## src/rtl/thread_sched.sv

```systemverilog
// Round-robin fetch-thread selector with per-thread eligibility FSMs.
// Tracks misses, fills, hazard backoff and flushes; drives history invalidates.
module thread_sched #(
  parameter int NTHREADS   = 4,
  parameter int TIDW       = $clog2(NTHREADS),
  parameter int REPLAY_DLY = 2
) (
  input  logic                clk,
  input  logic                rst,
  input  logic [NTHREADS-1:0] thread_en,
  input  logic                fetch_stall,
  input  logic                miss_valid,
  input  logic [TIDW-1:0]     miss_thread,
  input  logic                fill_valid,
  input  logic [TIDW-1:0]     fill_thread,
  input  logic                hz_block,
  input  logic [TIDW-1:0]     hz_thread,
  input  logic                flush_en,
  input  logic [TIDW-1:0]     flush_thread,
  output logic                fetch_valid,
  output logic [TIDW-1:0]     fetch_thread,
  output logic                invalidate_en,
  output logic [TIDW-1:0]     invalidate_thread,
  output logic [NTHREADS-1:0] miss_pending
);
  localparam int CW = $clog2(REPLAY_DLY + 2);
  localparam logic [1:0] S_IDLE  = 2'd0;
  localparam logic [1:0] S_READY = 2'd1;
  localparam logic [1:0] S_MISS  = 2'd2;
  localparam logic [1:0] S_BACK  = 2'd3;

  typedef logic [TIDW-1:0] threadid_t;

  logic [1:0]          state  [NTHREADS];
  logic [1:0]          nstate [NTHREADS];
  logic [CW-1:0]       cnt    [NTHREADS];
  logic [CW-1:0]       ncnt   [NTHREADS];
  logic [NTHREADS-1:0] dis;
  logic [NTHREADS-1:0] pend;
  logic [NTHREADS-1:0] dmask;
  logic [NTHREADS-1:0] elig;
  logic [NTHREADS-1:0] mp;
  threadid_t           rr_ptr;
  threadid_t           grant;
  threadid_t           idx;
  threadid_t           low;
  threadid_t           inv_tq;
  logic                inv_q;
  logic                found;

  always_comb begin
    for (int t = 0; t < NTHREADS; t++) begin
      nstate[t] = state[t];
      ncnt[t]   = cnt[t];
      dis[t]    = 1'b0;
      // a missing thread must see its fill before it can go idle
      if (state[t] == S_MISS) begin
        if (fill_valid && fill_thread == threadid_t'(t))
          nstate[t] = thread_en[t] ? S_READY : S_IDLE;
      end else if (!thread_en[t]) begin
        nstate[t] = S_IDLE;
        ncnt[t]   = '0;
        dis[t]    = (state[t] != S_IDLE);
      end else if (state[t] == S_IDLE) begin
        nstate[t] = S_READY;
      end else if (flush_en && flush_thread == threadid_t'(t)) begin
        nstate[t] = S_READY;
        ncnt[t]   = '0;
      end else if (state[t] == S_READY) begin
        if (miss_valid && miss_thread == threadid_t'(t)) begin
          nstate[t] = S_MISS;
        end else if (hz_block && hz_thread == threadid_t'(t)
                     && REPLAY_DLY != 0) begin
          nstate[t] = S_BACK;
          ncnt[t]   = CW'(REPLAY_DLY);
        end
      end else begin
        if (cnt[t] == CW'(1)) begin
          nstate[t] = S_READY;
          ncnt[t]   = '0;
        end else begin
          ncnt[t] = cnt[t] - 1'b1;
        end
      end
    end
  end

  always_comb begin
    for (int t = 0; t < NTHREADS; t++) begin
      elig[t] = (state[t] == S_READY);
      mp[t]   = (state[t] == S_MISS);
    end
  end

  always_comb begin
    grant = '0;
    found = 1'b0;
    idx   = '0;
    for (int i = 1; i <= NTHREADS; i++) begin
      idx = rr_ptr + threadid_t'(i);
      if (!found && elig[idx]) begin
        found = 1'b1;
        grant = idx;
      end
    end
  end

  assign dmask = dis | pend;

  always_comb begin
    low = '0;
    for (int t = NTHREADS - 1; t >= 0; t--)
      if (dmask[t]) low = threadid_t'(t);
  end

  assign fetch_valid       = found && !fetch_stall && !rst;
  assign fetch_thread      = fetch_valid ? grant : '0;
  assign invalidate_en     = inv_q && !rst;
  assign invalidate_thread = rst ? '0 : inv_tq;
  assign miss_pending      = rst ? '0 : mp;

  always_ff @(posedge clk) begin
    if (rst) begin
      for (int t = 0; t < NTHREADS; t++) begin
        state[t] <= S_IDLE;
        cnt[t]   <= '0;
      end
      rr_ptr <= threadid_t'(NTHREADS - 1);
      inv_q  <= 1'b0;
      inv_tq <= '0;
      pend   <= '0;
    end else begin
      for (int t = 0; t < NTHREADS; t++) begin
        state[t] <= nstate[t];
        cnt[t]   <= ncnt[t];
      end
      if (fetch_valid) rr_ptr <= fetch_thread;
      // flush owns the port; disable pulses queue behind it
      if (flush_en) begin
        inv_q  <= 1'b1;
        inv_tq <= flush_thread;
        pend   <= dmask;
      end else if (|dmask) begin
        inv_q  <= 1'b1;
        inv_tq <= low;
        pend   <= dmask & ~({{(NTHREADS-1){1'b0}}, 1'b1} << low);
      end else begin
        inv_q  <= 1'b0;
        inv_tq <= '0;
        pend   <= '0;
      end
    end
  end
endmodule

```

## config.mk

```make
export PLATFORM = sky130hd
export DESIGN_NAME = thread_sched
export DESIGN_NICKNAME = d
export VERILOG_FILES = /design/src/rtl/thread_sched.sv
export SDC_FILE = /design/constraint.sdc
export NUM_CORES = 1
export LEC_CHECK = 0
export CORE_UTILIZATION = 41
export CTS_CLUSTER_DIAMETER = 60
export DETAILED_ROUTE_END_ITERATION = 10
export PLACE_DENSITY = 0.74
export SLEW_MARGIN = 20
export SYNTH_ARGS = -nofsm -noshare
export SYNTH_HDL_FRONTEND = slang
export SYNTH_SLANG_ARGS = --single-unit
export TNS_END_PERCENT = 20
```

## constraint.sdc

```tcl
create_clock -name clk -period 3 [get_ports clk]
set_input_delay 0.3 -clock clk [delete_from_list [all_inputs] [get_ports clk]]
set_output_delay 0.3 -clock clk [all_outputs]
set_load 0.005 [all_outputs]
```

==> results.json <==
{
  "cts_made_buffers": 3,
  "cp-start-kind": "flop",
  "start_util_pct": 43.1,
  "min_from": "cnt[3][1]$_SDFFE_PP0P_",
  "syn_area_mm2": 0.00159,
  "setup_tns_ns": 0,
  "worst_slew_pin_slew_ns": 0.482,
  "cts_resized": 0,
  "synth-edff-count": 0,
  "grt_start_max_net_pins": 18,
  "post-route-drc-count": 0,
  "crit-reg2reg-launch": "state[0][0]$_SDFFE_PP0P_",
  "grt_pass1_wl_um": 6240,
  "wl_met3_um": 213,
  "reg2reg_depth": 4,
  "wire_per_inst_um": 12.9,
  "cts-hold-fix-buffers": 0,
  "cts_tree": "yes",
  "core_mm2": 0.00369,
  "cp_cell_sequence": "and2b_4 > nor4_1 > nor3_1 > a21boi_0 > clkdlybuf4s50_1",
  "cts.sinks": 25,
  "synth_area_leaders": "dfxtp_1 (31%), nand2_1 (5.2%), nor3_1 (5.0%)",
  "min_to": "cnt[3][1]$_SDFFE_PP0P_",
  "area_delta_synth_final_pct": 22.9,
  "finalCritPeriodShare_pct": 79.2,
  "dpl.hpwl_um": 2870,
  "synth_warnings": 0,
  "clock_path_buffers": 2,
  "drt_iter0_drc": 105,
  "asyncSetResetFlopFracSynth_pct": 0,
  "r2r_end": "rr_ptr[1]$_SDFFE_PP1P_",
  "cp.depth": 5,
  "layout.nets": 260,
  "synth_top_cell_by_area": "dfxtp_1",
  "post-cts-setup-buffers": 0,
  "setup_violations": 0,
  "rsz0062_at_grt": "no",
  "synth-seq-cells": 25,
  "fmax_mhz": 421,
  "crit_buf_inv": 1,
  "min_path_type": "reg2reg",
  "p_leak_uw": 0.000702,
  "slowest_delay_ns": 0.45,
  "synth-seq-area-share_pct": 31.5,
  "final_max_slew_viol_count": 0,
  "worstPathRequired_ns": 2.70,
  "crit_arrival_ns": 2.08,
  "drive_above_1_share_pct": 3.81,
  "fin_crit_ns": 2.38,
  "grt_pass1_vias": 1425,
  "top_level_ports": 29,
  "place.gp.congestion": 0.845,
  "outcome": "finished clean",
  "die_w_um": 64.3,
  "portBuffers": 28,
  "clkLatencyLatePin_ns": 0.27,
  "maxSlewHeadroom_pct": 67.7,
  "worst-path-max-fanout": 7,
  "syn_nets": 233,
  "grt-ovfl-total": 0,
  "crit_type": "reg2out",
  "netlist.area_leader.share_pct": 31.5,
  "wl_met2_um": 1540,
  "drv_cap": 0,
  "track_usage_pct": 18.8,
  "fin_skew_ns": 0.00775,
  "vias": 1571,
  "wl_met1_um": 1860,
  "pwr_density_cell_mw_per_mm2": 365,
  "hold_viol": 0,
  "drtAntennaViolNets": 0,
  "maxUsedRoutingLayer": "met4",
  "clkTransAtPathRegs_ns": 0.09,
  "worstHoldPathCells": 2,
  "synth_cells": 210,
  "slowest_stage": "dfxtp_1",
  "totalWireLength_um": 3670,
  "dieArea_mm2": 0.00413,
  "dr.pass1.iters": 4,
  "vdd_drop_max_uv": 225,
  "ff2ff_setup_slack_ns": 1.54,
  "synth_cell_types": 46,
  "antenna_found_initial": 0,
  "worst_setup_path_end_kind": "output port",
  "finish.instance_area_mm2": 0.00195,
  "n_antenna_cell": 0,
  "chipHeight_um": 64.3,
  "syn_avg_cell_area_um2": 7.57,
  "clockRootBuffer": "clkbuf_8",
  "crit_family": "simple AND/OR/NAND/NOR gates",
  "rows": 22,
  "ctsHtreeMaxLevel": 1,
  "placed_area_mm2": 0.00191,
  "ys.flop_type": "dfxtp_1",
  "via_per_inst": 5.53
}
-- synth_stat cells, types with 3 or more instances --
| library cell | count |
|---|---|
| nor2b_1 | 9 |
| o22ai_1 | 4 |
| ha_1 | 4 |
| a211oi_1 | 5 |
| o31ai_1 | 3 |
| dfxtp_1 | 25 |
| nor3_1 | 16 |
| mux2i_1 | 4 |
| o21ai_0 | 6 |
| nor4_1 | 6 |
| a21oi_1 | 9 |
| nand3_1 | 4 |
| nand2_1 | 22 |
| or3_1 | 3 |
| nor2_1 | 21 |
| clkbuf_1 | 4 |
| a31oi_1 | 4 |
| inv_1 | 11 |
| o31a_1 | 4 |
| nand2b_1 | 6 |
| nor3b_1 | 8 |
-- how the worst max path moves through the flow --
| stage | from | end | slack (ns) |
|---|---|---|---|
| 2_1_floorplan | state[1][1]$_SDFFE_PP0P_ | fetch_thread[0] | 1.53 |
| 3_3_place_gp | rst | miss_pending[1] | 0.73 |
| 3_5_place_dp | rst | miss_pending[1] | 0.72 |
| 4_1_cts | state[0][1]$_SDFFE_PP0P_ | fetch_thread[0] | 0.67 |
| 5_1_grt | state[3][0]$_SDFFE_PP0P_ | fetch_thread[1] | 0.47 |
| 6_report | state[1][1]$_SDFFE_PP0P_ | fetch_thread[0] | 0.62 |
-- state kept, by name (all words and copies together), names as in the netlist --
register / count
state: 8
rr_ptr: 2
inv_q: 1
inv_tq: 2
pend: 4
cnt: 8
-- cells in the final DEF, fill, tap and decap left out, types with 4 or more instances in the layout --
cell type	n
nor2b_1	9
ha_1	4
nor3_1	16
nor3b_1	8
o31a_1	4
mux2i_1	4
nor4_1	6
o21ai_0	6
nand3_1	4
dfxtp_1	25
a31oi_1	4
nor2_1	21
a21oi_1	9
o22ai_1	4
nand2_1	22
a211oi_1	5
nand2b_1	6
clkdlybuf4s50_1	28
inv_1	11
-- report_power, final --
group / total, µW / internal (µW) / switching, µW / leakage (µW)
Combinational: 152 / 75.6 / 76.0 / 0.000475
Clock: 198 / 94.8 / 103 / 0.0000228
Sequential: 363 / 346 / 17.6 / 0.000204
-- area by class of cell --
class / instances / area (µm²)
inverter: 11 / 41.3
clock buffer: 4 / 45.0
sequential: 25 / 500
timing repair buffer: 30 / 295
multi-input combinational: 166 / 1010
tap: 48 / 60.1
fill: 366 / 1740
-- per-layer routing --
| layer | global-route usage [%] | vias to the layer above |
|---|---|---|
| met3 | 2.50 | 8 |
| met5 | 0 | - |
| li1 | - | 816 |
| met2 | 29.9 | 44 |
| met4 | 4.72 | 0 |
| met1 | 26.6 | 703 |
-- cell families (layout without fill, tap and decap cells) --
family / Yosys count / in the layout / share of synthesized area (%)
mux: 4 / 4 / 2.52
simple gates: 112 / 112 / 38.3
fa+ha+maj: 4 / 4 / 3.15
buf+inv: 19 / 45 / 4.88
compound gates: 46 / 46 / 19.7
flops: 25 / 25 / 31.5
-- through the flow --
stage               setup WS [ns]  hold slack [ns]  total power, µW  utilization, %  instances
floorplan                    1.53            0.403              458               -        210
global placement            0.726            0.446              522            51.7        280
detailed placement          0.724            0.456              521            51.7        280
CTS                         0.673            0.469              718            53.0        284
global route                0.473            0.494              752            53.0        284
finish                      0.624            0.461              713            53.0        284
-- worst reg2reg max path, cell delays in order (launching register included) --
cell and delay (ns):
dfxtp_1 0.49, and2b_4 0.26, nor2_2 0.05, or3_1 0.30
o31a_1 0.27
Note: power is estimated with default switching activity, not from simulation.
